## src/rtl/halt_monitor_mc.sv

```systemverilog
// halt_monitor_mc: classifies CH cores as RUN/HALTED/ERROR/TIMEOUT, stamps terminal events and counts output writes.
// Define HALT_MON_IRQ_EN to build the masked level interrupt (irq_mask_i/irq_load_i/irq_ack_i/irq_o).
module halt_monitor_mc #(
   parameter int CH    = 4,
   parameter int CNT_W = 32,
   parameter int OUT_W = 16,
   parameter int TO_W  = 24,
   localparam int SEL_W = (CH > 1) ? $clog2(CH) : 1
) (
   input  logic              CLK,
   input  logic              RST,
   input  logic              clear_i,
   input  logic [TO_W-1:0]   cfg_timeout_i,
   input  logic [CH-1:0]     halt_i,
   input  logic [CH-1:0]     error_i,
   input  logic [CH-1:0]     out_en_i,
   input  logic [SEL_W-1:0]  sel_i,
`ifdef HALT_MON_IRQ_EN
   input  logic [CH-1:0]     irq_mask_i,
   input  logic              irq_load_i,
   input  logic              irq_ack_i,
   output logic              irq_o,
`endif
   output logic [2*CH-1:0]   state_o,
   output logic              done_o,
   output logic              pass_o,
   output logic              event_o,
   output logic [CNT_W-1:0]  cycle_o,
   output logic [CNT_W-1:0]  stamp_o,
   output logic [OUT_W-1:0]  out_cnt_o
);

   localparam int CMP_W = (CNT_W > TO_W) ? CNT_W : TO_W;

   typedef enum logic [1:0] {
      ST_RUN     = 2'b00,
      ST_HALTED  = 2'b01,
      ST_ERROR   = 2'b10,
      ST_TIMEOUT = 2'b11
   } ch_state_t;

   ch_state_t         state_q [CH];
   ch_state_t         state_d [CH];
   logic [CNT_W-1:0]  stamp_q [CH];
   logic [OUT_W-1:0]  out_cnt_q [CH];
   logic [CNT_W-1:0]  cycle_q;
   logic [CH-1:0]     leave;
   logic              all_term;
   logic              all_halt;
   logic              to_hit;
   logic              done_q;
   logic              pass_q;
   logic              event_q;

   // Watchdog compares the live limit against the current cycle count, zero-extended to a common width.
   assign to_hit = (cfg_timeout_i != '0) && (CMP_W'(cycle_q) >= CMP_W'(cfg_timeout_i));

   always_comb begin
      leave    = '0;
      all_term = 1'b1;
      all_halt = 1'b1;
      for (int k = 0; k < CH; k++) begin
         state_d[k] = state_q[k];
         if (state_q[k] == ST_RUN) begin
            if (error_i[k])
               state_d[k] = ST_ERROR;
            else if (halt_i[k])
               state_d[k] = ST_HALTED;
            else if (to_hit)
               state_d[k] = ST_TIMEOUT;
         end
         leave[k] = (state_q[k] == ST_RUN) && (state_d[k] != ST_RUN);
         if (state_d[k] == ST_RUN)
            all_term = 1'b0;
         if (state_d[k] != ST_HALTED)
            all_halt = 1'b0;
      end
   end

   always_ff @(posedge CLK) begin
      if (!RST || clear_i) begin
         cycle_q <= '0;
         done_q  <= 1'b0;
         pass_q  <= 1'b0;
         event_q <= 1'b0;
         for (int k = 0; k < CH; k++) begin
            state_q[k]   <= ST_RUN;
            stamp_q[k]   <= '0;
            out_cnt_q[k] <= '0;
         end
      end else begin
         if (cycle_q != '1)
            cycle_q <= cycle_q + CNT_W'(1);
         // Writes in the sampling cycle of halt/error still count: the gate is the pre-edge state.
         for (int k = 0; k < CH; k++) begin
            state_q[k] <= state_d[k];
            if (leave[k])
               stamp_q[k] <= cycle_q;
            if (out_en_i[k] && (state_q[k] == ST_RUN) && (out_cnt_q[k] != '1))
               out_cnt_q[k] <= out_cnt_q[k] + OUT_W'(1);
         end
         done_q  <= all_term;
         pass_q  <= all_term && all_halt;
         event_q <= |leave;
      end
   end

`ifdef HALT_MON_IRQ_EN
   logic [CH-1:0] mask_q;
   logic          irq_q;

   // The mask survives clear_i; only the hardware reset empties it.
   always_ff @(posedge CLK) begin
      if (!RST)
         mask_q <= '0;
      else if (irq_load_i)
         mask_q <= irq_mask_i;
   end

   always_ff @(posedge CLK) begin
      if (!RST || clear_i)
         irq_q <= 1'b0;
      else if (|(leave & mask_q))
         irq_q <= 1'b1;
      else if (irq_ack_i)
         irq_q <= 1'b0;
   end

   assign irq_o = irq_q;
`endif

   always_comb begin
      state_o = '0;
      for (int k = 0; k < CH; k++)
         state_o[2*k +: 2] = state_q[k];
   end

   always_comb begin
      stamp_o   = '0;
      out_cnt_o = '0;
      if (int'(sel_i) < CH) begin
         stamp_o   = stamp_q[sel_i];
         out_cnt_o = out_cnt_q[sel_i];
      end
   end

   assign done_o  = done_q;
   assign pass_o  = pass_q;
   assign event_o = event_q;
   assign cycle_o = cycle_q;

endmodule
```

## config.mk

```make
export PLATFORM = sky130hd
export DESIGN_NAME = halt_monitor_mc
export DESIGN_NICKNAME = d
export VERILOG_FILES = /design/src/rtl/halt_monitor_mc.sv
export SDC_FILE = /design/constraint.sdc
export NUM_CORES = 1
export LEC_CHECK = 0
export ABC_CLOCK_PERIOD_IN_PS = 3620
export BUFFER_PORTS_ARGS = -buffer_cell sky130_fd_sc_hd__buf_2
export CAP_MARGIN = 40
export CORE_MARGIN = 2
export CORE_UTILIZATION = 53
export DETAILED_ROUTE_END_ITERATION = 10
export GPL_TIMING_DRIVEN = 0
export PLACE_DENSITY_LB_ADDON = 0.2
export SLEW_MARGIN = 20
export SYNTH_ARGS = -nofsm -noshare
export SYNTH_HDL_FRONTEND = slang
export SYNTH_SLANG_ARGS = --single-unit
```

## constraint.sdc

```tcl
create_clock -name CLK -period 3.62 [get_ports CLK]
set_input_delay 0.181 -clock CLK [delete_from_list [all_inputs] [get_ports CLK]]
set_output_delay 0.181 -clock CLK [all_outputs]
set_load 0.005 [all_outputs]
```

==> run summary, run 1 <==
CRITICAL PATH
------------------------------------------------------------------------------------------
Worst-path cell chain                                                         ha_1 -> nand4_2 -> or4_1 -> o32a_2 -> a21oi_4 -> o41ai_4 -> buf_6 -> nand2_2 -> buf_12
Depth of the worst register-to-register path                                             9
Critical Setup Path Class                                                     flip-flop to flip-flop
Critical path data required time                                                   3.82 ns
Buffers plus inverters on the worst setup path                                           2
Worst setup EP type                                                              flip-flop
Worst path max stage delay                                                         0.55 ns
Worst-path maximum fanout                                                               26
Critical Path Source Type                                                        flip-flop
Kind of cell with the highest combined delay on the critical path             compound AO/OA/AOI/OAI gates
Crit path depth                                                                          9
Critical path's slowest cell                                                  sky130_fd_sc_hd__or4_1
Arrival @ worst endpoint                                                           3.61 ns

FINAL LAYOUT
------------------------------------------------------------------------------------------
Final-stage net count                                                                 1247
Non-filler cells in the finished layout                                               1475
Area growth from synthesis to layout                                                 17.8%
Share of the core filled with cells                                                  63.6%
Number of diodes added for antenna fixing                                                0
Final instance area                                                            13900 sq um
Proportion of layout cells with a drive suffix above 1                               22.0%

STA
------------------------------------------------------------------------------------------
Max Clock Freq                                                                     294 MHz
Clock Skew                                                                       0.0105 ns
Actual slew at the worst max-slew pin                                             0.902 ns
Fin. Hold Viols                                                                          0
Period utilization                                                                   94.0%
Hold Worst Slack                                                                 0.0741 ns
Count of pins over their slew limit                                                      0
Setup violation total in the final timing report                                         0
Unrepaired setup endpoints after global routing                                         no
Time the final worst path needs with I/O delays and setup                          3.40 ns
Total negative slack for setup checks                                                 0 ns
Remaining max-slew budget at the tightest pin                                        39.4%

MIN PATH
------------------------------------------------------------------------------------------
Tightest Hold Check Type                                                      input port to flip-flop
Count of cells along the worst hold path                                                 3

PLACE
------------------------------------------------------------------------------------------
Weighted congestion reported at the end of routability-driven placement              0.864
Post-placement cell count                                                             1421
Cell Area, Placed                                                              12900 sq um
Number of input and output port buffers inserted                                       129
Detailed placer's ending HPWL                                                 20600 microns

SYNTHESIS
------------------------------------------------------------------------------------------
Synthesized instance count                                                            1005
Avg Synthesized Cell Area                                                       11.7 sq um
Number of enable-type register cells in the synthesized netlist                        192
Distinct cell type count of the synthesized netlist                                     51
Proportion of synthesized chip area in sequential cells                              56.3%
Synthesized area                                                               11800 sq um
YS warnings                                                                              0
Proportion of register bits with asynchronous set or reset after synthesis              0%
Register bit total from synthesis                                                      235
Dominant synthesized flop cell                                                sky130_fd_sc_hd__edfxtp_1
Post-Synthesis Net Count                                                              1075

ROUTING
------------------------------------------------------------------------------------------
Wirelength, routed                                                            28300 microns
Via-to-Cell Ratio                                                                     5.72
Number of remaining DRC errors                                                           0
Number of search-and-repair iterations in the first detailed-routing pass                6
Vias                                                                                  8435
Drt first-iter violations                                                              623
Routed wire length per instance                                               19.2 microns
Number of antenna-violating nets in the routed design                                    0

CLOCK NETWORK
------------------------------------------------------------------------------------------
Buffer levels on the longest clock path                                                  3
Quantity of gates resized following cts                                                  0
Clock tree from TritonCTS                                                            built
Clock latency on the worst-skew pair                                               0.51 ns
Sinks on the clock net                                                                 235
Clock edge transition at the registers on the reported setup and hold paths        0.06 ns
H-tree levels                                                                            1
CTS Root Buffer Type                                                          sky130_fd_sc_hd__clkbuf_16
Total CTS buffers                                                                       25

RUN STATUS
------------------------------------------------------------------------------------------
Run status                                                                    finished clean

GLOBAL ROUTING
------------------------------------------------------------------------------------------
Maximum number of pins on one net before global-route repair                            28
Aggregate global-route resource usage                                                24.0%
Sum of overflow across all layers after global routing                                   0
Initial antenna violation count                                                          0
Number of global-route vias before repair                                             8168
Global-route wire length before repair                                        44400 microns

DIE
------------------------------------------------------------------------------------------
Die Y                                                                          153 microns
Placement Rows                                                                          54
Core ar.                                                                       21800 sq um
Effective utilization at floorplan                                                   54.0%
Number of top-level pins                                                               132
Die X-Extent                                                                   153 microns
Die Footprint                                                                  23400 sq um

JOB
------------------------------------------------------------------------------------------
Max capacitance violation total                                                          0

POWER AND IR DROP
------------------------------------------------------------------------------------------
Worst supply voltage drop on vdd                                                  0.354 mV
Pwr Density                                                                    459 nW/um^2
Leakage component of the power                                                     5.68 nW

[routing by layer]
metal	global-route usage, %	vias up	share of wire [%]
li1	-	3978	-
met1	35.0	4111	44
met2	38.1	302	47
met3	3.66	44	7.4
met4	6.22	0	2.2
met5	0	-	0
[state kept, by name, summed over array words and instances (netlist names)]
name       cells
state_q        8
event_o        1
out_cnt_q     64
stamp_q      128
pass_o         1
cycle_o       32
done_o         1
[final cells by class]
type | count | area, sq um
Inverter | 41 | 154
Buffer | 44 | 260
Multi-Input combinational cell | 685 | 4750
Fill cell | 1730 | 7950
Timing Repair Buffer | 145 | 841
Clock inverter | 11 | 205
Tap cell | 280 | 350
Sequential cell | 235 | 6630
Clock buffer | 34 | 689
[synthesized netlist by cell type, types with 11 or more instances]
| library cell | instances | area [sq um] |
|---|---|---|
| sky130_fd_sc_hd__ha_1 | 29 | 363 |
| sky130_fd_sc_hd__clkbuf_1 | 23 | 86.3 |
| sky130_fd_sc_hd__xnor2_1 | 41 | 359 |
| sky130_fd_sc_hd__o21ai_0 | 11 | 55.1 |
| sky130_fd_sc_hd__buf_6 | 12 | 135 |
| sky130_fd_sc_hd__nand4_1 | 20 | 125 |
| sky130_fd_sc_hd__edfxtp_1 | 192 | 5770 |
| sky130_fd_sc_hd__nor3_1 | 17 | 85.1 |
| sky130_fd_sc_hd__xor2_1 | 38 | 333 |
| sky130_fd_sc_hd__a21oi_1 | 22 | 110 |
| sky130_fd_sc_hd__nor4_1 | 18 | 113 |
| sky130_fd_sc_hd__nor2_1 | 251 | 942 |
| sky130_fd_sc_hd__nand2_1 | 73 | 274 |
| sky130_fd_sc_hd__mux4_2 | 48 | 1080 |
| sky130_fd_sc_hd__dfxtp_1 | 43 | 861 |
| sky130_fd_sc_hd__inv_1 | 41 | 154 |
| sky130_fd_sc_hd__nand3_1 | 33 | 165 |
[metrics by stage]
step                power [mW]  setup WS (ns)
floorplan                 3.42          0.196
global placement          3.61         -0.743
detailed placement        3.64         0.0660
CTS                       6.39         0.0519
global route              6.55         0.0819
finish                    6.36          0.217
[worst min-delay path, delay by kind of cell]
| kind | cells | cell delay, ns |
|---|---|---|
| buffers and inverters | 1 | 0.13 |
| AND/OR/NAND/NOR | 1 | 0.13 |
| AO/OA/AOI/OAI | 1 | 0.09 |
[path summary, 6_finish.rpt]
kind,startpoint,endpoint,slack (ns)
setup / recovery,cycle_o[13]$_SDFFE_PP0P_,stamp_q[0][8]$_SDFFCE_PN0P_,0.22
hold / removal,error_i[2],state_q[2][1]$_SDFF_PP0_,0.07
setup reg to reg,cycle_o[13]$_SDFFE_PP0P_,stamp_q[0][8]$_SDFFCE_PN0P_,0.22
hold reg to reg,state_q[0][1]$_SDFF_PP0_,state_q[0][1]$_SDFF_PP0_,0.54
[logic make-up (layout without fill, tap and decap cells)]
logic type                 after synthesis  in the layout  share of synthesized area [%]
and+or+nand+nor                        462            462                           17.5
buffers and inverters                   85            275                           3.52
muxes                                   50             50                           9.35
DFF                                    235            235                           56.3
xor gates and xnor gates                79             79                           5.87
adders and majority gates               29             29                           3.08
AOI/OAI and AO/OA                       65             65                           4.43
[placed cells by master (no fill, tap or decap), drive strengths merged, types with 6 or more instances in the layout]
cell type  count
nor2         253
edfxtp       192
buf          161
nand2         73
clkbuf        58
mux4          48
dfxtp         43
inv           41
xnor2         41
xor2          38
nand3         33
ha            29
a21oi         23
nand4         21
nor4          18
nor3          17
o21ai         11
and3          10
and4          10
bufinv         6
[power by group]
group	internal (mW)	switching, mW
sequential	3.02	0.0795
combinational	0.212	0.275
clock	1.76	1.02
[what timing repair did]
action | 4_1_cts | 5_1_grt
hold endpoints to repair | 4 | 0
hold buffers | 4 | 0
endpoints found under the setup margin | 0 | 101
setup buffers | 0 | 4
(Power assumes the default switching activity.)
==> inputs of run 2 (changes only) <==
--- a/config.mk
+++ b/config.mk
@@ -8,8 +8,10 @@
 export ABC_CLOCK_PERIOD_IN_PS = 3620
 export BUFFER_PORTS_ARGS = -buffer_cell sky130_fd_sc_hd__buf_2
 export CAP_MARGIN = 40
+export CELL_PAD_IN_SITES_DETAIL_PLACEMENT = 2
+export CELL_PAD_IN_SITES_GLOBAL_PLACEMENT = 2
 export CORE_MARGIN = 2
-export CORE_UTILIZATION = 53
+export CORE_UTILIZATION = 36
 export DETAILED_ROUTE_END_ITERATION = 10
 export GPL_TIMING_DRIVEN = 0
 export PLACE_DENSITY_LB_ADDON = 0.2
==> run 2 against run 1 <==
Net effect:
- core utilization shrank 20 points
- sequential power is essentially flat
- die area grew 46%
- worst hold slack lost 0.012 ns
- maximum frequency shrank 1.2%
- clock skew grew 0.0036 ns
- final area grew 2.8%
- clock power grew 7%
- count of clock-buffer cells in the layout grew 3
- setup slack lost 0.041 ns
- sequential cell count is the same
- cell count grew 12%
==> run summary, run 2 (synthesized netlist as in run 1, its figures left out) <==
RUN STATUS
------------------------------------------------------------------------------------------
Run status                                                                    finished clean

MIN PATH
------------------------------------------------------------------------------------------
Count of cells along the worst hold path                                                 3   unchanged
Start point of the worst hold path                                              error_i[2]
Worst Hold Endpoint                                                           state_q[2][1]$_SDFF_PP0_
Tightest Hold Check Type                                                      input port to flip-flop

DIE
------------------------------------------------------------------------------------------
Number of top-level pins                                                               132   unchanged
Placement Rows                                                                          66   +22%
Die Footprint                                                                  34200 sq um   +46%
Die Y                                                                          185 microns   +21%
Core ar.                                                                       32400 sq um   +48%
Effective utilization at floorplan                                                   36.4%   -18 points
Die X-Extent                                                                   185 microns   +21%

CRITICAL PATH
------------------------------------------------------------------------------------------
Worst-path cell chain                                                         ha_1 -> nand4_2 -> or4_1 -> o32a_2 -> a21oi_4 -> buf_12 -> o41ai_4 -> buf_4 -> buf_6 -> nand2_2 -> buf_12
Arrival @ worst endpoint                                                           3.69 ns   +0.08 ns
Critical path's slowest cell                                                  sky130_fd_sc_hd__or4_1
Critical Path Source Type                                                        flip-flop
RR Endpoint                                                                   stamp_q[0][6]$_SDFFCE_PN0P_
Critical Path Most Common Cell                                                sky130_fd_sc_hd__buf_12
Critical Setup Path Class                                                     flip-flop to flip-flop
Worst setup EP type                                                              flip-flop
Worst path max stage delay                                                         0.53 ns   -0.02 ns
Startpoint of the worst-slack reg-to-reg timing path                          cycle_o[15]$_SDFFE_PP0P_
Critical path data required time                                                   3.86 ns   +0.04 ns
Flop-to-flop setup slack                                                           0.18 ns   -0.04 ns
Depth of the worst register-to-register path                                            11   +2
Worst-path maximum fanout                                                               24   -7.7%

ROUTING
------------------------------------------------------------------------------------------
Wirelength, routed                                                            39400 microns   +39%
Number of search-and-repair iterations in the first detailed-routing pass                4   -2
Drt first-iter violations                                                              508   -18%
Via-to-Cell Ratio                                                                     5.33   -6.8%
Routed wire length per instance                                               23.8 microns   +24%
Vias                                                                                  8809   +4.4%
Number of remaining DRC errors                                                           0   unchanged
Number of antenna-violating nets in the routed design                                    0   unchanged

FINAL LAYOUT
------------------------------------------------------------------------------------------
Register with the highest flop count                                               stamp_q
FILL cells                                                                            3428   +98%
Max FFs per register                                                                   128   unchanged
Number of diodes added for antenna fixing                                                0   unchanged
Register area                                                                   6630 sq um   about the same
Final instance area                                                            14300 sq um   +2.8%
Proportion of layout cells with a drive suffix above 1                               22.8%   +0.78 points
Share of the core filled with cells                                                  44.1%   -20 points
Commonest non-fill, non-tap cell in the layout                                sky130_fd_sc_hd__nor2_1
Total area of multi-input combinational cells                                   4750 sq um   +0.11%
Area growth from synthesis to layout                                                 21.1%
Final-stage net count                                                                 1259   +0.96%
Commonest cells after routing, fill and taps aside                            251 x sky130_fd_sc_hd__nor2_1, 192 x sky130_fd_sc_hd__edfxtp_1, 132 x sky130_fd_sc_hd__buf_2

CLOCK NETWORK
------------------------------------------------------------------------------------------
Buffer levels on the longest clock path                                                  3   unchanged
Clock edge transition at the registers on the reported setup and hold paths        0.06 ns   about the same
Clock tree from TritonCTS                                                            built
Sinks on the clock net                                                                 235   unchanged
Clock latency on the worst-skew pair                                               0.55 ns   +0.04 ns
CTS Root Buffer Type                                                          sky130_fd_sc_hd__clkbuf_16
H-tree levels                                                                            1   unchanged
Total CTS buffers                                                                       28   +12%

STA
------------------------------------------------------------------------------------------
Count of pins over their slew limit                                                      0   unchanged
Time the final worst path needs with I/O delays and setup                          3.44 ns   +0.0413 ns
Max Clock Freq                                                                     290 MHz   -1.2%
Setup violation total in the final timing report                                         0   unchanged
Actual slew at the worst max-slew pin                                             0.885 ns   -0.0164 ns
Fin. Hold Viols                                                                          0   unchanged
Clock Skew                                                                       0.0141 ns   +0.00356 ns
Period utilization                                                                   95.2%   +1.1 points
Unrepaired setup endpoints after global routing                                         no
Remaining max-slew budget at the tightest pin                                        40.4%   +1.0 points

GLOBAL ROUTING
------------------------------------------------------------------------------------------
Aggregate global-route resource usage                                                23.2%   -0.80 points
Maximum number of pins on one net before global-route repair                            26   -7.1%
Initial antenna violation count                                                          0   unchanged
Sum of overflow across all layers after global routing                                   0   unchanged
Global-route wire length before repair                                        59300 microns   +34%
Number of global-route vias before repair                                             9603   +18%

PLACE
------------------------------------------------------------------------------------------
Number of input and output port buffers inserted                                       129   unchanged
Cell Area, Placed                                                              13100 sq um   +1.7%
Detailed placer's ending HPWL                                                 27600 microns   +34%
Weighted congestion reported at the end of routability-driven placement              0.779   -9.9%

JOB
------------------------------------------------------------------------------------------
Max capacitance violation total                                                          0   unchanged

POWER AND IR DROP
------------------------------------------------------------------------------------------
Leakage component of the power                                                     5.78 nW   +1.8%
Worst supply voltage drop on vdd                                                  0.433 mV   +22%
Pwr Density                                                                    464 nW/um^2   +1.1%

## run 2: critical path: cells and delay by family (launching register included)
family	cells	cell delay [ns]
simple gates	3	0.90
flops	1	0.46
compound gates	3	0.57
fa+ha+maj	1	0.41
buf+inv	4	0.77
## run 2: metrics by stage
step           power (mW)  hold slack, ns  setup WS (ns)  TNS, ns  instances
3_5_place_dp         3.68           0.545         -0.368   -16.59       1583
6_report             6.61          0.0623          0.175        0       1653
5_1_grt              6.81          0.0792         0.0438        0       1653
2_1_floorplan        3.42           0.348          0.196        0       1005
3_3_place_gp         3.65           0.536          -1.12  -135.12       1576
4_1_cts              6.68          0.0436         0.0434        0       1647
## run 2: routing by layer
metal / part of all wire, % / global-route usage [%] / vias up
met1: 46 / 32.1 / 4571
met3: 3.8 / 2.56 / 42
met2: 49 / 39.3 / 188
met5: 0 / 0 / -
met4: 1.8 / 5.14 / 0
li1: - / - / 4008
## run 2: report_power, final
group	internal, mW	total, mW	switching, mW	leakage, nW
logic	0.224	0.543	0.319	2.70
registers	3.02	3.11	0.0869	2.60
clock network	1.80	2.96	1.16	0.474
## run 2: layout make-up
cell class              instances  share of cell area, %
inverters                      41                   1.08
clock buffers                  37                   5.50
plain buffers                  44                   1.82
well taps                     442                   3.88
repair buffers                154                   6.67
clock inverters                15                   1.25
flip-flops and latches        235                   46.5
multi-input cells             685                   33.3
## run 2: worst max path at each step
stage	start	to	slack (ns)
2_1_floorplan	cycle_o[13]$_SDFFE_PP0P_	stamp_q[2][0]$_SDFFCE_PN0P_	0.20
3_3_place_gp	cycle_o[20]$_SDFFE_PP0P_	stamp_q[1][6]$_SDFFCE_PN0P_	-1.12
3_5_place_dp	cycle_o[20]$_SDFFE_PP0P_	stamp_q[1][11]$_SDFFCE_PN0P_	-0.37
4_1_cts	cycle_o[13]$_SDFFE_PP0P_	stamp_q[0][13]$_SDFFCE_PN0P_	0.04
5_1_grt	cycle_o[15]$_SDFFE_PP0P_	stamp_q[0][13]$_SDFFCE_PN0P_	0.04
6_report	cycle_o[15]$_SDFFE_PP0P_	stamp_q[0][6]$_SDFFCE_PN0P_	0.18
## run 2: repair_timing
item                                   CTS  global route
pin swaps                                4             1
setup buffers                            8             2
endpoints found under the hold margin    4             0
setup endpoints to repair              105            88
gates resized for setup                  1             1
hold buffers                             4             0
==> inputs of run 3 (changes only) <==
--- a/config.mk
+++ b/config.mk
@@ -5,13 +5,14 @@
 export SDC_FILE = /design/constraint.sdc
 export NUM_CORES = 1
 export LEC_CHECK = 0
-export ABC_CLOCK_PERIOD_IN_PS = 3620
+export ABC_CLOCK_PERIOD_IN_PS = 3300
 export BUFFER_PORTS_ARGS = -buffer_cell sky130_fd_sc_hd__buf_2
 export CAP_MARGIN = 40
 export CELL_PAD_IN_SITES_DETAIL_PLACEMENT = 2
 export CELL_PAD_IN_SITES_GLOBAL_PLACEMENT = 2
+export CORE_ASPECT_RATIO = 1.1
 export CORE_MARGIN = 2
-export CORE_UTILIZATION = 36
+export CORE_UTILIZATION = 40
 export DETAILED_ROUTE_END_ITERATION = 10
 export GPL_TIMING_DRIVEN = 0
 export PLACE_DENSITY_LB_ADDON = 0.2
==> constraint.sdc (replaced) <==
create_clock -name CLK -period 3.3 [get_ports CLK]
set_input_delay 0.165 -clock CLK [delete_from_list [all_inputs] [get_ports CLK]]
set_output_delay 0.165 -clock CLK [all_outputs]
set_load 0.005 [all_outputs]
==> run 3 against run 2 <==
Net effect:
- via count grew 2.7%
- sequential power grew 10%
- cell count shrank 4.2%
- count of clock-buffer cells in the layout grew 1
- final area is essentially flat
- power grew 5.9%
- critical endpoint is now stamp_q[2][4]$_SDFFCE_PN0P_
- highest routed layer unchanged
==> run summary, run 3 (synthesized netlist as in run 1, its figures left out) <==
RUN STATUS
------------------------------------------------------------------------------------------
Run status                                                                    finished clean

DIE
------------------------------------------------------------------------------------------
Placement Rows                                                                          65   -1.5%
Number of top-level pins                                                               132   unchanged
Core ar.                                                                       28900 sq um   -11%
Die Footprint                                                                  30800 sq um   -9.8%
Die X-Extent                                                                   168 microns   -9.3%
Effective utilization at floorplan                                                   40.8%   +4.4 points
Die Y                                                                          184 microns   -0.49%

ROUTING
------------------------------------------------------------------------------------------
Routed wire length per instance                                               26.4 microns   +11%
Number of remaining DRC errors                                                           0   unchanged
Drt first-iter violations                                                              567   +12%
Number of antenna-violating nets in the routed design                                    0   unchanged
Vias                                                                                  9050   +2.7%
Wirelength, routed                                                            41800 microns   +6.1%
Via-to-Cell Ratio                                                                     5.72   +7.3%
Number of search-and-repair iterations in the first detailed-routing pass                5   +1

CLOCK NETWORK
------------------------------------------------------------------------------------------
Clock tree from TritonCTS                                                            built
Sinks on the clock net                                                                 235   unchanged
Clock latency on the worst-skew pair                                               0.54 ns   about the same
Buffer levels on the longest clock path                                                  3   unchanged
CTS Root Buffer Type                                                          sky130_fd_sc_hd__clkbuf_16
Total CTS buffers                                                                       27   -3.6%
H-tree levels                                                                            1   unchanged
Clock edge transition at the registers on the reported setup and hold paths        0.06 ns   about the same

CRITICAL PATH
------------------------------------------------------------------------------------------
Worst setup EP type                                                              flip-flop
Depth of the worst register-to-register path                                            11   unchanged
Worst-path cell chain                                                         ha_1 -> nand4_2 -> or4_1 -> o32a_2 -> a21oi_4 -> buf_12 -> o41ai_4 -> buf_4 -> buf_6 -> nand2_4 -> buf_12
Critical path's slowest cell                                                  sky130_fd_sc_hd__or4_1
Critical Path Source Type                                                        flip-flop
Arrival @ worst endpoint                                                           3.48 ns   -0.21 ns
Critical Path Most Common Cell                                                sky130_fd_sc_hd__buf_12
Flop-to-flop setup slack                                                           0.05 ns   -0.12 ns
Worst path max stage delay                                                         0.55 ns   +0.02 ns
Critical Setup Path Class                                                     flip-flop to flip-flop
Worst-path maximum fanout                                                               13   -46%
Critical path data required time                                                   3.54 ns   -0.32 ns

STA
------------------------------------------------------------------------------------------
Period utilization                                                                   98.4%   +3.2 points
Actual slew at the worst max-slew pin                                             0.827 ns   -0.0584 ns
Remaining max-slew budget at the tightest pin                                        44.4%   +3.9 points
Max Clock Freq                                                                     308 MHz   +6.1%
Time the final worst path needs with I/O delays and setup                          3.25 ns   -0.199 ns
Fin. Hold Viols                                                                          0   unchanged
Count of pins over their slew limit                                                      0   unchanged
Unrepaired setup endpoints after global routing                                         no
Setup violation total in the final timing report                                         0   unchanged
Clock Skew                                                                       0.0228 ns   +0.00878 ns

GLOBAL ROUTING
------------------------------------------------------------------------------------------
Aggregate global-route resource usage                                                27.0%   +3.8 points
Number of global-route vias before repair                                            10119   +5.4%
Sum of overflow across all layers after global routing                                   0   unchanged
Maximum number of pins on one net before global-route repair                            26   unchanged
Initial antenna violation count                                                          0   unchanged
Global-route wire length before repair                                        62300 microns   +5.1%

POWER AND IR DROP
------------------------------------------------------------------------------------------
Overall power after layout                                                         7.00 mW   +5.9%
Leakage component of the power                                                     5.81 nW   +0.55%
Worst supply voltage drop on vdd                                                  0.350 mV   -19%
Pwr Density                                                                    491 nW/um^2   +5.9%

PLACE
------------------------------------------------------------------------------------------
Cell Area, Placed                                                              13000 sq um   -0.65%
Weighted congestion reported at the end of routability-driven placement              0.803   +3.1%
Detailed placer's ending HPWL                                                 29400 microns   +6.4%
Number of input and output port buffers inserted                                       129   unchanged

FINAL LAYOUT
------------------------------------------------------------------------------------------
Register with the highest flop count                                               stamp_q
Proportion of layout cells with a drive suffix above 1                               24.0%   +1.2 points
Final instance area                                                            14300 sq um   about the same
FILL cells                                                                            2914   -15%
Share of the core filled with cells                                                  49.4%   +5.3 points
Area growth from synthesis to layout                                                 21.0%   about the same
Commonest non-fill, non-tap cell in the layout                                sky130_fd_sc_hd__nor2_1
Commonest cells after routing, fill and taps aside                            251 x sky130_fd_sc_hd__nor2_1, 192 x sky130_fd_sc_hd__edfxtp_1, 132 x sky130_fd_sc_hd__buf_2
Number of diodes added for antenna fixing                                                0   unchanged
Max FFs per register                                                                   128   unchanged
Final-stage net count                                                                 1264   +0.40%

MIN PATH
------------------------------------------------------------------------------------------
Count of cells along the worst hold path                                                 3   unchanged
Tightest Hold Check Type                                                      input port to flip-flop

JOB
------------------------------------------------------------------------------------------
Max capacitance violation total                                                          0   unchanged

==> run 3: changes by cell type in the layout (fill, tap and decap cells not counted), moves of 3 or more <==
cell,before,now
sky130_fd_sc_hd__bufinv_16,4,1
sky130_fd_sc_hd__dfxtp_2,1,7
sky130_fd_sc_hd__nand2_8,0,3
sky130_fd_sc_hd__dfxtp_1,42,36
sky130_fd_sc_hd__nand2_2,3,0
sky130_fd_sc_hd__clkinv_1,6,2
==> run 3: worst max-delay path, delay by kind of cell (launching register included) <==
family / cells / cell delay, ns
AOI/OAI and AO/OA: 3 / 0.60
and+or+nand+nor: 3 / 0.88
buffers and inverters: 4 / 0.70
adders and majority gates: 1 / 0.35
DFF: 1 / 0.40
==> run 3: final cells by class <==
class | count | area (sq um) | area share (%)
Buffer | 44 | 262 | 1.83
Clock buffer | 38 | 777 | 5.45
Clock inverter | 12 | 92.6 | 0.650
Inverter | 41 | 154 | 1.08
Multi-Input combinational cell | 685 | 4820 | 33.8
Sequential cell | 235 | 6640 | 46.5
Tap cell | 368 | 460 | 3.23
Timing Repair Buffer | 160 | 1050 | 7.39
==> run 3: routing by layer <==
metal | vias to the layer above | routed length, microns | GRT usage (%)
met1 | 4683 | 17400 | 34.8
met4 | 0 | 1080 | 8.21
met2 | 277 | 21200 | 47.5
li1 | 4024 | - | -
met3 | 66 | 2080 | 3.77
met5 | - | 0 | 0
==> run 3: power breakdown <==
group	leakage, nW	internal, mW	total [mW]	switching [mW]
combinational	2.78	0.261	0.628	0.367
sequential	2.60	3.32	3.42	0.0996
clock	0.432	1.72	2.96	1.24
total	5.81	5.29	7.00	1.71
==> run 3: path summary, 6_finish.rpt <==
check / startpoint / to
worst max-delay path: cycle_o[13]$_SDFFE_PP0P_ / stamp_q[2][4]$_SDFFCE_PN0P_
worst min-delay path: error_i[2] / state_q[2][1]$_SDFF_PP0_
worst max register to register: cycle_o[13]$_SDFFE_PP0P_ / stamp_q[2][4]$_SDFFCE_PN0P_
worst min register to register: state_q[0][1]$_SDFF_PP0_ / state_q[0][1]$_SDFF_PP0_
==> run 3: per-stage QoR <==
step / instances / hold WS, ns / TNS [ns] / worst slack, ns
2_1_floorplan: 1005 / 0.332 / 0 / 0.180
3_3_place_gp: 1502 / 0.516 / -96.09 / -0.793
3_5_place_dp: 1510 / 0.520 / -59.80 / -0.770
4_1_cts: 1575 / 0.0512 / 0 / 0.00520
5_1_grt: 1583 / 0.102 / 0 / 0.00744
6_report: 1583 / 0.0691 / 0 / 0.0543
==> run 3: what timing repair did <==
item / CTS / global route
pin swaps: 5 / 1
gates cloned: 1 / 2
endpoints found under the setup margin: 245 / 99
gates resized for setup: 15 / 6
hold endpoints to repair: 4 / 0
hold buffers: 4 / 0
setup buffers: 10 / 3
